<file path="config.mk">
export PLATFORM = sky130hd
export DESIGN_NAME = uart_msg_rx
export DESIGN_NICKNAME = d
export VERILOG_FILES = /design/src/rtl/uart_msg_rx.sv
export SDC_FILE = /design/constraint.sdc
export NUM_CORES = 1
export LEC_CHECK = 0
export ABC_AREA = 1
export BUFFER_PORTS_ARGS = -buffer_cell sky130_fd_sc_hd__buf_4
export CORE_UTILIZATION = 43
export DETAILED_ROUTE_END_ITERATION = 10
export PLACE_DENSITY = 0.63
export REMOVE_ABC_BUFFERS = 1
export SLEW_MARGIN = 20
export SYNTH_ARGS = -nofsm -noshare
export SYNTH_HDL_FRONTEND = slang
export SYNTH_SLANG_ARGS = --single-unit
</file>
<file path="constraint.sdc">
create_clock -name clk -period 31.5 [get_ports clk]
set_input_delay 6.3 -clock clk [delete_from_list [all_inputs] [get_ports clk]]
set_output_delay 6.3 -clock clk [all_outputs]
set_load 0.02 [all_outputs]
</file>
<file path="src/rtl/uart_msg_rx.sv">
// uart_msg_rx: 8N1 UART receiver plus line assembler. Each line feed produces
// one fully padded 512-bit SHA-256 message block for the hash core.
`timescale 1ns/1ps
module uart_msg_rx #(
  parameter int CLK_FREQ = 100000000,
  parameter int BAUD     = 115200
) (
  input  logic         clk,
  input  logic         reset,
  input  logic         rxd,
  output logic [7:0]   rx_data,
  output logic         rx_strobe,
  output logic         frame_err,
  output logic         overflow,
  output logic [0:511] msg,
  output logic [5:0]   msg_len,
  output logic         msg_valid
);

  localparam int BIT     = CLK_FREQ / BAUD;
  localparam int CW      = (BIT > 2) ? $clog2(BIT) : 1;
  localparam int MAX_LEN = 55;
  localparam logic [CW-1:0] HALF_LOAD = CW'(BIT / 2 - 1);
  localparam logic [CW-1:0] FULL_LOAD = CW'(BIT - 1);
  localparam logic [5:0]    LEN_FULL  = 6'(MAX_LEN);

  typedef enum logic [1:0] {IDLE, START, DATA, STOP} state_t;

  logic         rxd_meta_reg, rs_reg;
  state_t       state_reg, state_next;
  logic [CW-1:0] cnt_reg, cnt_next;
  logic [2:0]   idx_reg, idx_next;
  logic [7:0]   shift_reg, shift_next;
  logic         byte_done, stop_bad;

  logic [7:0]   rx_data_reg;
  logic         rx_strobe_reg, frame_err_reg, overflow_reg;
  logic [0:511] msg_reg;
  logic [5:0]   msg_len_reg;
  logic         msg_valid_reg;
  logic [5:0]   len_reg;
  logic [7:0]   buf_mem [0:MAX_LEN-1];
  logic [0:511] msg_build;

  logic is_ctrl, store_en, ovf_hit, terminate;

  // Two-flop synchroniser; idle-high reset value so no false start bit.
  always_ff @(posedge clk or posedge reset) begin
    if (reset) begin
      rxd_meta_reg <= 1'b1;
      rs_reg       <= 1'b1;
    end else begin
      rxd_meta_reg <= rxd;
      rs_reg       <= rxd_meta_reg;
    end
  end

  // Receiver state, bit timer, bit index and shift register.
  always_ff @(posedge clk or posedge reset) begin
    if (reset) begin
      state_reg <= IDLE;
      cnt_reg   <= '0;
      idx_reg   <= '0;
      shift_reg <= '0;
    end else begin
      state_reg <= state_next;
      cnt_reg   <= cnt_next;
      idx_reg   <= idx_next;
      shift_reg <= shift_next;
    end
  end

  // Receiver next state: mid-bit sampling driven by a down-counter.
  always_comb begin
    state_next = state_reg;
    cnt_next   = cnt_reg;
    idx_next   = idx_reg;
    shift_next = shift_reg;
    byte_done  = 1'b0;
    stop_bad   = 1'b0;
    case (state_reg)
      IDLE: begin
        if (!rs_reg) begin
          state_next = START;
          cnt_next   = HALF_LOAD;
        end
      end
      START: begin
        if (cnt_reg == '0) begin
          if (rs_reg) begin
            state_next = IDLE;          // glitch shorter than half a bit
          end else begin
            state_next = DATA;
            idx_next   = 3'd0;
            cnt_next   = FULL_LOAD;
          end
        end else begin
          cnt_next = cnt_reg - CW'(1);
        end
      end
      DATA: begin
        if (cnt_reg == '0) begin
          shift_next = {rs_reg, shift_reg[7:1]};
          cnt_next   = FULL_LOAD;
          if (idx_reg == 3'd7) state_next = STOP;
          else                 idx_next   = idx_reg + 3'd1;
        end else begin
          cnt_next = cnt_reg - CW'(1);
        end
      end
      STOP: begin
        if (cnt_reg == '0) begin
          state_next = IDLE;
          if (rs_reg) byte_done = 1'b1;
          else        stop_bad  = 1'b1;
        end else begin
          cnt_next = cnt_reg - CW'(1);
        end
      end
      default: state_next = IDLE;
    endcase
  end

  // Buffer writes are decided at the stop sample so overflow lines up with rx_strobe.
  assign is_ctrl   = (shift_reg == 8'h0A) || (shift_reg == 8'h0D);
  assign store_en  = byte_done && !is_ctrl && (len_reg < LEN_FULL);
  assign ovf_hit   = byte_done && !is_ctrl && (len_reg >= LEN_FULL);
  assign terminate = rx_strobe_reg && (rx_data_reg == 8'h0A);

  // Line buffer storage; stale bytes past len are masked when the block is built.
  always_ff @(posedge clk) begin
    if (store_en) buf_mem[len_reg] <= shift_reg;
  end

  // Padded block: data bytes, 0x80 marker, zero fill, 64-bit big-endian bit count.
  genvar gi;
  generate
    for (gi = 0; gi < 56; gi++) begin : g_byte
      if (gi < MAX_LEN) begin : g_buf
        assign msg_build[gi*8 +: 8] = (6'(gi) < len_reg)  ? buf_mem[gi] :
                                      (6'(gi) == len_reg) ? 8'h80 : 8'h00;
      end else begin : g_pad
        assign msg_build[gi*8 +: 8] = (6'(gi) == len_reg) ? 8'h80 : 8'h00;
      end
    end
  endgenerate
  assign msg_build[448 +: 64] = {55'd0, len_reg, 3'b000};

  // Byte-level event pulses, line length and the emitted block.
  always_ff @(posedge clk or posedge reset) begin
    if (reset) begin
      rx_data_reg   <= '0;
      rx_strobe_reg <= 1'b0;
      frame_err_reg <= 1'b0;
      overflow_reg  <= 1'b0;
      msg_reg       <= '0;
      msg_len_reg   <= '0;
      msg_valid_reg <= 1'b0;
      len_reg       <= '0;
    end else begin
      rx_strobe_reg <= byte_done;
      frame_err_reg <= stop_bad;
      overflow_reg  <= ovf_hit;
      msg_valid_reg <= terminate;
      if (byte_done) rx_data_reg <= shift_reg;
      if (terminate) begin
        msg_reg     <= msg_build;
        msg_len_reg <= len_reg;
        len_reg     <= '0;
      end else if (store_en) begin
        len_reg <= len_reg + 6'd1;
      end
    end
  end

  assign rx_data   = rx_data_reg;
  assign rx_strobe = rx_strobe_reg;
  assign frame_err = frame_err_reg;
  assign overflow  = overflow_reg;
  assign msg       = msg_reg;
  assign msg_len   = msg_len_reg;
  assign msg_valid = msg_valid_reg;

endmodule

</file>
## Yosys cells after proc, flatten, opt, wreduce, memory -nomap -nowiden

Memories as Yosys holds them, arrays and structs flattened.
Cells that the tools add are included.

- $add $sub $neg: 3
- $lt $le $gt $ge: 57
- Eq/ne operators: 71
- Muxes and demuxes: 139
- Reduce and logical (&&, ||, !) cells: 15

Operators with widths:

| operator | number |
|---|---|
| $mux 8 | 111 |
| $eq 6x6->1 const A | 24 |
| $lt 6x6->1 const A | 23 |
| $eq 5x6->1 const A | 16 |
| $lt 5x6->1 const A | 16 |
| $mux 10 | 5 |
| $eq 4x6->1 const A | 8 |
| $lt 4x6->1 const A | 8 |
| $pmux 10 s4 | 1 |
| $eq 3x6->1 const A | 4 |
| $eq 8x4->1 const B | 3 |
| $lt 3x6->1 const A | 4 |
| $ne 2x2->1 const B | 8 |
| $eq 2x6->1 const A | 2 |
| $lt 1x6->1 const A | 2 |
| $lt 2x6->1 const A | 2 |
| $mux 2 | 6 |
| $mux 3 | 4 |
| $mux 6 | 2 |
| $logic_not 10->1 | 1 |
| $reduce_and 5->1 | 2 |
| $sub 10x1->10 const B | 1 |
| $mux 1 | 8 |
| $pmux 2 s4 | 1 |
| 18 further kinds | 23 |

- Bits in registers: 503
- RAM bits: 440
- Input bits: 3
- Word-level logic and storage cells: 300
- Memories: 1

Memory list:

| memory | words | width | read ports | clocked after Yosys merged registers in | write ports | line | text |
|---|---|---|---|---|---|---|---|
| buf_mem | 55 | 8 | 55 | 0 | 1 | 42 | `logic [7:0] buf_mem [0:MAX_LEN-1];` |

## Depth between registers and ports, before layout

Gate-level depths: netlist (run 1).

- Depth after elaboration: 7
- Gate-level depth with buffers: 10

## Worst setup path before layout (run 1)

Ideal clock, no wire load.

- Path type: flip-flop to output port
- Start point: register msg_len_reg[0] (netlist: msg_len[0])
- End point: output msg_len[0]
- Arrival: 0.626 ns
- Data required time: 25.200 ns
- Setup slack: 24.574 ns
- Cell stages (with the launch flop): 2
- Path buffers: 1
- Cell sequence: dfrtp_1 buf_4

RTL lines:

| item | line | text |
|---|---|---|
| start, declared | 39 | `logic [5:0] msg_len_reg;` |
| start signal, assigned | 168 | `msg_len_reg <= len_reg;` |
| end, declared | 16 | `output logic [5:0] msg_len,` |

No word-level cell between the ends.

==> results.toml, run 1 <==
[clock_tree]
clock_sinks = 930
root_buffer = "sky130_fd_sc_hd__clkbuf_16"
clock_latency_on_the_worst_skew_pair_ns = 0.65
tritoncts = "yes"
cts_post_setup_buffers_inserted = 0
ctsResizeCount = 0
cts.clk_slew.worst_paths_ns = 0.06
ctsLongestPathBuffers = 3
numCtsBuffers = 95
cts_hold_repair.buffers = 0
cts_max_level = 3

[route]
avgRoutedWirePerCell_um = 21.8
first_pass_iters = 5
detail_route.iter0.violations = 1900
detailroute.via_count = 22600
finalWirelength_um = 98100
drt.antenna.violating_nets = 0
via_per_inst = 5.03
drc = 0

[setup_path]
critical_path_class = "input port to async pin"
worst_ep_arrival_time_ns = 8.67
critPathLaunchType = "input port"
cp.required_ns = 32.18
worstSetupEndpointType = "async pin"
crit_path_max_fanout = 149

[timing]
finalWorstPathRequiredPeriod_ns = 7.98
setup-tns-final_ns = 0
rsz_0062_raised_after_global_routing = "no"
slew-limit-headroom_pct = 26.3
timing.final.hold_violations = 0
timing.final.ws_setup_ns = 23.52
transition_time_of_the_tightest_slew_check_pin_ns = 1.10
final-setup-viol-count = 0
timing.clock.skew_ns = 0.0211
final.period_utilization_pct = 25.3
achievable-frequency_mhz = 125
final-max-slew-violation-count = 0

[outcome]
run_status = "finished, final reports clean"

[placed_design]
dp.final_hpwl_um = 63100
dp_slack_ns = 22.76
place_area_mm2 = 0.0387
buffer_ports.inserted = 467
global_placement_routability_congestion = 0.835

[finish]
layout.cell_area.non_filler_mm2 = 0.0421
drive_above_1_share_pct = 20.4
largest_reg_flops = 442
area_growth_syn_to_layout_pct = 22.1
n_fill_cell = 6886
design.final.nets = 3373

[hold_path]
hold_class = "flop to flop"

[die]
floorplan.die_area_mm2 = 0.0812
initial_utilization_pct = 43.5
placeableCoreArea_mm2 = 0.0791
die_w_um = 285
num_io_pins = 533
floorplan.rows = 103
die_h_um = 285

[power_and_ir_drop]
power.leakage_nw = 17.7
powerDensity_mw_per_mm2 = 58.5
vdd_drop_max_v = 0.0000517

[flow_run]
maxCapViolations = 0

[synth]
post_synth_inst_count = 2882
ys_warn_count = 0
synth_seq_cells = 930
synth_area_per_cell_um2 = 11.9
syn-cell-area_mm2 = 0.0344
ys_seq_area_share_pct = 74.0
synth_cell_type_count = 42

[grt]
vias_in_the_first_global_route = 22100
initial_antenna_violation_count = 0
grt_first_pass_wirelength_um = 144000
pin_count_of_the_biggest_net_entering_global_routing = 162
global_route.overflow_total = 0
grt.total_usage_pct = 24.1
[synthesized netlist by cell type, drive strengths merged]
library cell | count | area share, %
nand2 | 868 | 9.5
dfrtp | 488 | 35
edfxtp | 440 | 38
o21ai | 328 | 4.8
buf | 150 | 2.8
nand3 | 148 | 2.2
nor2 | 139 | 1.7
inv | 110 | 1.2
a21oi | 48 | 0.70
a22o | 35 | 0.89
clkbuf | 35 | 0.38
nor3 | 25 | 0.39
nand4 | 13 | 0.28
ha | 11 | 0.40
a31oi | 9 | 0.16
o211ai | 9 | 0.20
xor2 | 5 | 0.13
a22oi | 3 | 0.065
clkinv | 3 | 0.033
o21a | 3 | 0.065
or2 | 3 | 0.055
dfstp | 2 | 0.15
a211oi | 1 | 0.022
conb | 1 | 0.011
nand3b | 1 | 0.022
nor3b | 1 | 0.022
o22ai | 1 | 0.018
o31ai | 1 | 0.022
xnor2 | 1 | 0.025
[metrics by stage]
stage	total power [W]	hold WS [ns]	cells	utilization, %
2_1_floorplan	0.00130	0.345	2761	-
3_3_place_gp	0.00131	0.350	4312	48.9
3_5_place_dp	0.00131	0.355	4312	48.9
4_1_cts	0.00248	0.364	4490	53.1
5_1_grt	0.00253	0.366	4490	53.1
6_report	0.00246	0.361	4492	53.2
[cells in the final DEF, fill, tap and decap left out, drive strengths merged, types with 25 or more instances in the layout]
master / count
a21oi: 48
a22o: 35
buf: 501
clkbuf: 129
clkinv: 32
conb: 65
dfrtp: 488
edfxtp: 440
inv: 114
nand2: 868
nand3: 148
nor2: 139
nor3: 25
o21ai: 328
[cell type report]
class / instances / area (µm²) / area share (%)
Tap cell: 1050 / 1310 / 3.12
Clock buffer: 129 / 2650 / 6.29
Sequential cell: 930 / 25500 / 60.6
Multi-Input combinational cell: 1718 / 7720 / 18.4
Timing Repair Buffer: 501 / 3790 / 9.00
Inverter: 113 / 434 / 1.03
Antenna cell: 2 / 5.00 / 0.0119
Clock inverter: 49 / 663 / 1.58
[kinds of logic (layout without fill, tap and decap cells)]
| family | after synthesis | after routing | synth area share [%] |
|---|---|---|---|
| other | 1 | 67 | 0.0109 |
| XOR/XNOR | 6 | 6 | 0.153 |
| flip-flops | 930 | 930 | 74.0 |
| buffers and inverters | 298 | 792 | 4.39 |
| adder cells (fa/ha/maj) | 11 | 11 | 0.400 |
| AND/OR/NAND/NOR | 1198 | 1198 | 14.1 |
| AO/OA/AOI/OAI | 438 | 438 | 6.93 |
[layer usage]
metal	up-vias	GRT usage (%)	routed length, µm
met5	-	0	0
met2	710	40.1	48200
li1	10600	-	-
met3	115	5.22	6500
met1	11200	31.6	40900
met4	0	7.31	2440
[final timing paths]
check	from	endpoint	slack, ns	cells after the start
max	reset	msg[332]$_DFFE_PP0P_	23.52	4
min	rxd_meta_reg$_DFF_PP1_	rs_reg$_DFF_PP1_	0.36	0
max reg2reg	shift_reg[1]$_DFFE_PP0P_	buf_mem[14][5]$_DFFE_PP_	27.36	7
min reg2reg	rxd_meta_reg$_DFF_PP1_	rs_reg$_DFF_PP1_	0.36	0
max in group clk	msg_len[0]$_DFFE_PP0P_	msg_len[0]	23.86	1
min in group asynchronous	reset	msg[404]$_DFFE_PP0P_	5.82	2
[critical path, cell delays in order]
cell	delay (ns)
sky130_fd_sc_hd__buf_4	0.13
sky130_fd_sc_hd__inv_8	0.55
sky130_fd_sc_hd__buf_12	0.64
sky130_fd_sc_hd__buf_4	0.74
[report_power, final]
part           switching [W]  total (W)  internal [W]
Clock               0.000477    0.00118      0.000701
Combinational      0.0000197  0.0000206   0.000000829
Sequential       0.000000224    0.00126       0.00126
Total               0.000497    0.00246       0.00197
Power figures use the tool's default switching activity.
==> run 2, diff against run 1 <==
Settings changed: ABC_AREA 1 to 0.
Clock period 31.5 ns to 8.3 ns, I/O delays scaled along.
==> run 2 against run 1 <==
  * Design area decreased by 1.3%
  * Register-to-register slack got worse by 23 ns
  * Setup slack got worse by 20 ns
  * Core utilization increased by 0.17 points
  * Synthesized area down 1.1%
  * Clock power grew to 3.6 times the previous value
  * Power grew to 3.7 times the previous value
  * Sequential share of layout area grew 0.84 points
  * Sequential power increased to 3.8 times the previous value
  * Clock skew fell by 0.00073 ns
  * Critical path depth rose by 3
  * Largest cell class unchanged
==> results.toml, run 2 <==
[outcome]
run_status = "finished, final reports clean"

[power_and_ir_drop]
p_int_w = 0.00734
pwr-share-seq_pct = 52.3
power.net_switching_w = 0.00184
powerDensity_mw_per_mm2 = 221
share_comb_of_total_power_pct = 0.9
vdd_drop_max_v = 0.000164
pwr-share-clk_pct = 46.9
switching_share_pct = 20.0
totalPowerFinal_w = 0.00918
power.leakage_nw = 17.9

[setup_path]
worstSetupEndpointType = "flop"
cp_num_buf_inv = 2
ff2ff_path_depth = 7
max_stage_delay_ns = 1.12
cp.required_ns = 8.56
critical_path_class = "flop to flop"
critical_path.cell_chain = "inv_1 -> ha_1 -> or3b_1 -> or4_1 -> clkinv_1 -> nand3_2 -> nor3_1"
setup.worst_path.start = "cnt_reg[0]$_DFFE_PP0P_"
capturing_point_of_the_worst_reg2reg_path = "buf_mem[18][4]$_DFFE_PP_"
critPathLaunchType = "flop"
worst_r2r_src = "cnt_reg[0]$_DFFE_PP0P_"
worst-r2r-setup-slack_ns = 4.01
critical_path_cell_count = 7
worst_ep_arrival_time_ns = 4.55
path_delay_family = "simple AND/OR/NAND/NOR gates"
crit_path_max_fanout = 17
crit_slowest_cell = "sky130_fd_sc_hd__nor3_1"
setup.worst_path.end = "buf_mem[18][4]$_DFFE_PP_"

[die]
placeableCoreArea_mm2 = 0.0778
die_w_um = 283
num_io_pins = 533
initial_utilization_pct = 43.7
die_h_um = 283
floorplan.die_area_mm2 = 0.0803
floorplan.rows = 102

[placed_design]
global_placement_routability_congestion = 0.822
buffer_ports.inserted = 467
dp.final_hpwl_um = 65500
dp_slack_ns = 3.72

[synth]
yosys-top-cells-count = "501 x sky130_fd_sc_hd__nand2_1, 488 x sky130_fd_sc_hd__dfrtp_1, 440 x sky130_fd_sc_hd__edfxtp_1, 225 x sky130_fd_sc_hd__nand3_1, 176 x sky130_fd_sc_hd__a22o_1"
synth_top_area_cell = "sky130_fd_sc_hd__edfxtp_1"
post_synth_inst_count = 2521
synthMostInstantiatedCell = "sky130_fd_sc_hd__nand2_1"
ys_seq_area_share_pct = 74.8
top_cell_type_s_share_of_synthesized_area_pct = 38.8
ys_async_sr_fraction_pct = 52.7
syn-cell-area_mm2 = 0.0340
postSynth.topFlopCell = "sky130_fd_sc_hd__dfrtp_1"
synth_area_per_cell_um2 = 13.5
synth_seq_cells = 930
ys_warn_count = 0
synth_cell_type_count = 71
yosys-top-cells-area = "sky130_fd_sc_hd__edfxtp_1 39%, sky130_fd_sc_hd__dfrtp_1 36%, sky130_fd_sc_hd__nand2_1 5.5%"
synth_edf_count = 440

[grt]
grt.total_usage_pct = 25.2
initial_antenna_violation_count = 0
global_route.overflow_total = 0
vias_in_the_first_global_route = 22000
grt_first_pass_wirelength_um = 150000
pin_count_of_the_biggest_net_entering_global_routing = 210

[finish]
largest_reg_flops = 442
most_common_cell_after_layout_fill_and_taps_aside = "sky130_fd_sc_hd__nand2_1"
area_growth_syn_to_layout_pct = 21.9
drive_above_1_share_pct = 23.0
most-common-layout-cells = "501 x sky130_fd_sc_hd__nand2_1, 485 x sky130_fd_sc_hd__buf_4, 476 x sky130_fd_sc_hd__dfrtp_1, 440 x sky130_fd_sc_hd__edfxtp_1, 225 x sky130_fd_sc_hd__nand3_1"
design.final.nets = 2969
antenna_cells = 0

[timing]
final.hold.worst_slack_ns = 0.362
rsz_0062_raised_after_global_routing = "no"
slew-limit-headroom_pct = 25.8
timing.final.ws_setup_ns = 4.01
final-max-slew-violation-count = 0
timing.final.hold_violations = 0
transition_time_of_the_tightest_slew_check_pin_ns = 1.11
timing.clock.skew_ns = 0.0203
final-setup-viol-count = 0
finalWorstPathRequiredPeriod_ns = 4.29
achievable-frequency_mhz = 233
final.period_utilization_pct = 51.7

[clock_tree]
ctsLongestPathBuffers = 3
ctsResizeCount = 0
cts_post_setup_buffers_inserted = 0
root_buffer = "sky130_fd_sc_hd__clkbuf_16"
cts_max_level = 3
clock_latency_on_the_worst_skew_pair_ns = 0.64
cts_hold_repair.buffers = 0
numCtsBuffers = 95
tritoncts = "yes"
clock_sinks = 930
cts.clk_slew.worst_paths_ns = 0.06

[route]
drt.antenna.violating_nets = 0
drc = 0
via_per_inst = 5.41
detail_route.iter0.violations = 2070
detailroute.via_count = 22100
finalWirelength_um = 102000
first_pass_iters = 5
avgRoutedWirePerCell_um = 25.0

[hold_path]
hold_class = "flop to flop"
hold_path_depth = 0

[flow_run]
maxCapViolations = 0
## run 2: changes by cell type after synthesis, sizes merged, moves of 11 or more
cell    delta
buf       -69
o21ai    -265
nor2      -37
nor3      +11
inv       -94
a22o     +141
nand2    -367
nand3     +78
clkbuf   +101
mux2i     +13
mux2      +18
## run 2: area by class of cell
| cell class | count | area (µm²) |
|---|---|---|
| Clock buffer | 136 | 2800 |
| Fill cell | 6506 | 36300 |
| Tap cell | 1040 | 1300 |
| Clock inverter | 44 | 393 |
| Inverter | 19 | 86.3 |
| Timing Repair Buffer | 490 | 3740 |
| Multi-Input combinational cell | 1419 | 7690 |
| Sequential cell | 930 | 25500 |
## run 2: per-layer routing
layer / track usage, % / routed length [µm]
met2: 41.8 / 50500
met1: 33.7 / 41900
met4: 7.59 / 2870
met5: 0 / 0
met3: 4.79 / 6620
## run 2: how the worst min path moves through the flow
stage	end	from
3_3_place_gp	rs_reg$_DFF_PP1_	rxd_meta_reg$_DFF_PP1_
3_5_place_dp	rs_reg$_DFF_PP1_	rxd_meta_reg$_DFF_PP1_
2_1_floorplan	rs_reg$_DFF_PP1_	rxd_meta_reg$_DFF_PP1_
6_report	rs_reg$_DFF_PP1_	rxd_meta_reg$_DFF_PP1_
5_1_grt	rs_reg$_DFF_PP1_	rxd_meta_reg$_DFF_PP1_
4_1_cts	rs_reg$_DFF_PP1_	rxd_meta_reg$_DFF_PP1_
## run 2: power groups by stage
stage / clock [W] / combinational (W) / sequential (W)
after global routing: 0.00456 / 0.0000896 / 0.00479
after floorplan: 0 / 0.0000603 / 0.00489
after global placement: 0 / 0.0000790 / 0.00489
after detailed placement: 0 / 0.0000815 / 0.00489
final: 0.00430 / 0.0000781 / 0.00480
after CTS: 0.00437 / 0.0000814 / 0.00480
## run 2: cells by family after synthesis
family,synth area share [%]
flops,74.8
simple gates,12.5
mux,0.978
other cells,0.0110
buf+inv,3.45
compound gates,7.81
fa+ha+maj,0.404
## run 2: through the flow
stage	setup TNS, ns	instance area, µm²	std cells	utilization [%]
global placement	0	38300	3898	49.2
floorplan	-8131.86	33200	2368	-
finish	0	41500	4078	53.3
CTS	0	41500	4078	53.3
global route	0	41500	4078	53.3
detailed placement	0	38300	3898	49.2
==> run 3, diff against run 2 <==
Clock period 8.3 ns to 4.5 ns, I/O delays scaled along.
==> run 3 against run 2 <==
  * Hold slack got worse by 0.0061 ns
  * Critical path depth unchanged
  * Die area unchanged
  * Highest routed layer unchanged
==> results.toml, run 3 (same netlist as run 2, synthesis figures left out) <==
[clock_tree]
clock_latency_on_the_worst_skew_pair_ns = 0.66
cts_max_level = 3
ctsResizeCount = 0
root_buffer = "sky130_fd_sc_hd__clkbuf_16"
ctsLongestPathBuffers = 3
cts.clk_slew.worst_paths_ns = 0.07
cts_post_setup_buffers_inserted = 0
clock_sinks = 930
cts_hold_repair.buffers = 0
numCtsBuffers = 93
tritoncts = "yes"

[route]
detail_route.iter0.violations = 2046
avgRoutedWirePerCell_um = 25.0
detailroute.via_count = 22500
drt.antenna.violating_nets = 0
route.met3.wl_um = 6960
finalWirelength_um = 103000
route.met2.wl_um = 52400
via_per_inst = 5.46
topRoutingLayerUsed = "met4"
route.layer.met1.wl_um = 41500
drc = 0
first_pass_iters = 6

[setup_path]
cp.required_ns = 4.77
crit_slowest_cell = "sky130_fd_sc_hd__nor3_1"
critical_path.cell_chain = "inv_1 -> ha_1 -> or3b_1 -> or4_1 -> clkinv_1 -> nand3_2 -> nor3_1"
worstSetupEndpointType = "flop"
max_stage_delay_ns = 0.93
worst_ep_arrival_time_ns = 4.25
critical_path_class = "flop to flop"
crit_path_max_fanout = 13
critPathLaunchType = "flop"

[finish]
drive_above_1_share_pct = 24.2
final-instance-count-excl-fill = 4118
area_growth_syn_to_layout_pct = 23.4
most-common-layout-cells = "527 x sky130_fd_sc_hd__buf_4, 501 x sky130_fd_sc_hd__nand2_1, 476 x sky130_fd_sc_hd__dfrtp_1, 440 x sky130_fd_sc_hd__edfxtp_1, 225 x sky130_fd_sc_hd__nand3_1"
design.final.nets = 3011
most_common_cell_after_layout_fill_and_taps_aside = "sky130_fd_sc_hd__buf_4"
antenna_cells = 0
largest_reg_flops = 442

[placed_design]
dp.final_hpwl_um = 66700
global_placement_routability_congestion = 0.875
dp_slack_ns = 0.568
placedCellCount = 3942
buffer_ports.inserted = 467

[grt]
vias_in_the_first_global_route = 22500
initial_antenna_violation_count = 1
grt_first_pass_wirelength_um = 152000
pin_count_of_the_biggest_net_entering_global_routing = 131
grt.total_usage_pct = 25.4
global_route.overflow_total = 0

[die]
placeableCoreArea_mm2 = 0.0778
floorplan.rows = 102
floorplan.die_area_mm2 = 0.0803
num_io_pins = 533
die_w_um = 283
initial_utilization_pct = 43.7
die_h_um = 283

[timing]
setup-tns-final_ns = 0
transition_time_of_the_tightest_slew_check_pin_ns = 1.13
final.period_utilization_pct = 88.5
slew-limit-headroom_pct = 24.5
final-setup-viol-count = 0
timing.final.hold_violations = 0
final-max-slew-violation-count = 0
rsz_0062_raised_after_global_routing = "no"
finalWorstPathRequiredPeriod_ns = 3.98
achievable-frequency_mhz = 251
final.hold.worst_slack_ns = 0.356
timing.clock.skew_ns = 0.0275
timing.final.ws_setup_ns = 0.516

[power_and_ir_drop]
vdd_drop_max_v = 0.000265
powerDensity_mw_per_mm2 = 411
pwr-share-clk_pct = 47.9
switching_share_pct = 20.0
power.leakage_nw = 18.1
pwr-share-seq_pct = 51.2
share_comb_of_total_power_pct = 0.9
power.net_switching_w = 0.00346
p_int_w = 0.0138
totalPowerFinal_w = 0.0173

[hold_path]
hold_class = "input port to async pin"

[flow_run]
maxCapViolations = 0

[outcome]
run_status = "finished, final reports clean"
[run 3: cell types whose count changed in the layout (fill, tap and decap cells not counted), sizes merged]
cell / before / now
clkinvlp: 3 / 7
clkbuf: 136 / 130
bufinv: 6 / 14
clkinv: 32 / 22
buf: 490 / 534
[run 3: power by group through the flow]
stage                     registers [W]  clock network (W)  logic (W)
after floorplan                 0.00902                  0   0.000111
after global placement          0.00901                  0   0.000155
after detailed placement        0.00901                  0   0.000159
after CTS                       0.00885            0.00838   0.000160
after global routing            0.00884            0.00871   0.000176
final                           0.00885            0.00828   0.000154
[run 3: cell type report]
cell class	count	area (µm²)
multi-input cells	1419	7700
clock buffers	130	2650
well taps	1040	1300
repair buffers	534	4100
flip-flops and latches	930	25500
inverters	19	91.3
fillers	6455	35800
clock inverters	46	673
[run 3: final timing paths]
path	to	cells past startpoint	startpoint	slack (ns)
worst max register to register	buf_mem[5][6]$_DFFE_PP_	7	cnt_reg[0]$_DFFE_PP0P_	0.52
min in group clk	rs_reg$_DFF_PP1_	0	rxd_meta_reg$_DFF_PP1_	0.36
worst max-delay path	buf_mem[5][6]$_DFFE_PP_	7	cnt_reg[0]$_DFFE_PP0P_	0.52
worst min-delay path	msg[91]$_DFFE_PP0P_	2	reset	0.36
worst min register to register	rs_reg$_DFF_PP1_	0	rxd_meta_reg$_DFF_PP1_	0.36
max in group asynchronous	msg[193]$_DFFE_PP0P_	3	reset	3.16
[run 3: stage by stage]
step	util, %	cell area [µm²]
2_1_floorplan	-	33200
3_3_place_gp	49.6	38700
3_5_place_dp	49.6	38700
4_1_cts	53.9	42000
5_1_grt	54.0	42000
6_report	54.0	42000
[run 3: per-layer routing]
metal  vias up  GRT usage, %
met5         -             0
met4         0          5.91
met3       128          4.70
met2       913          43.8
met1     11600          33.2
li1       9873             -
[run 3: worst max-delay path: cells and delay by family, from the launching register on]
family / cells / cell delay, ns
simple gates: 4 / 2.58
flops: 1 / 0.42
buf+inv: 2 / 0.33
fa+ha+maj: 1 / 0.24
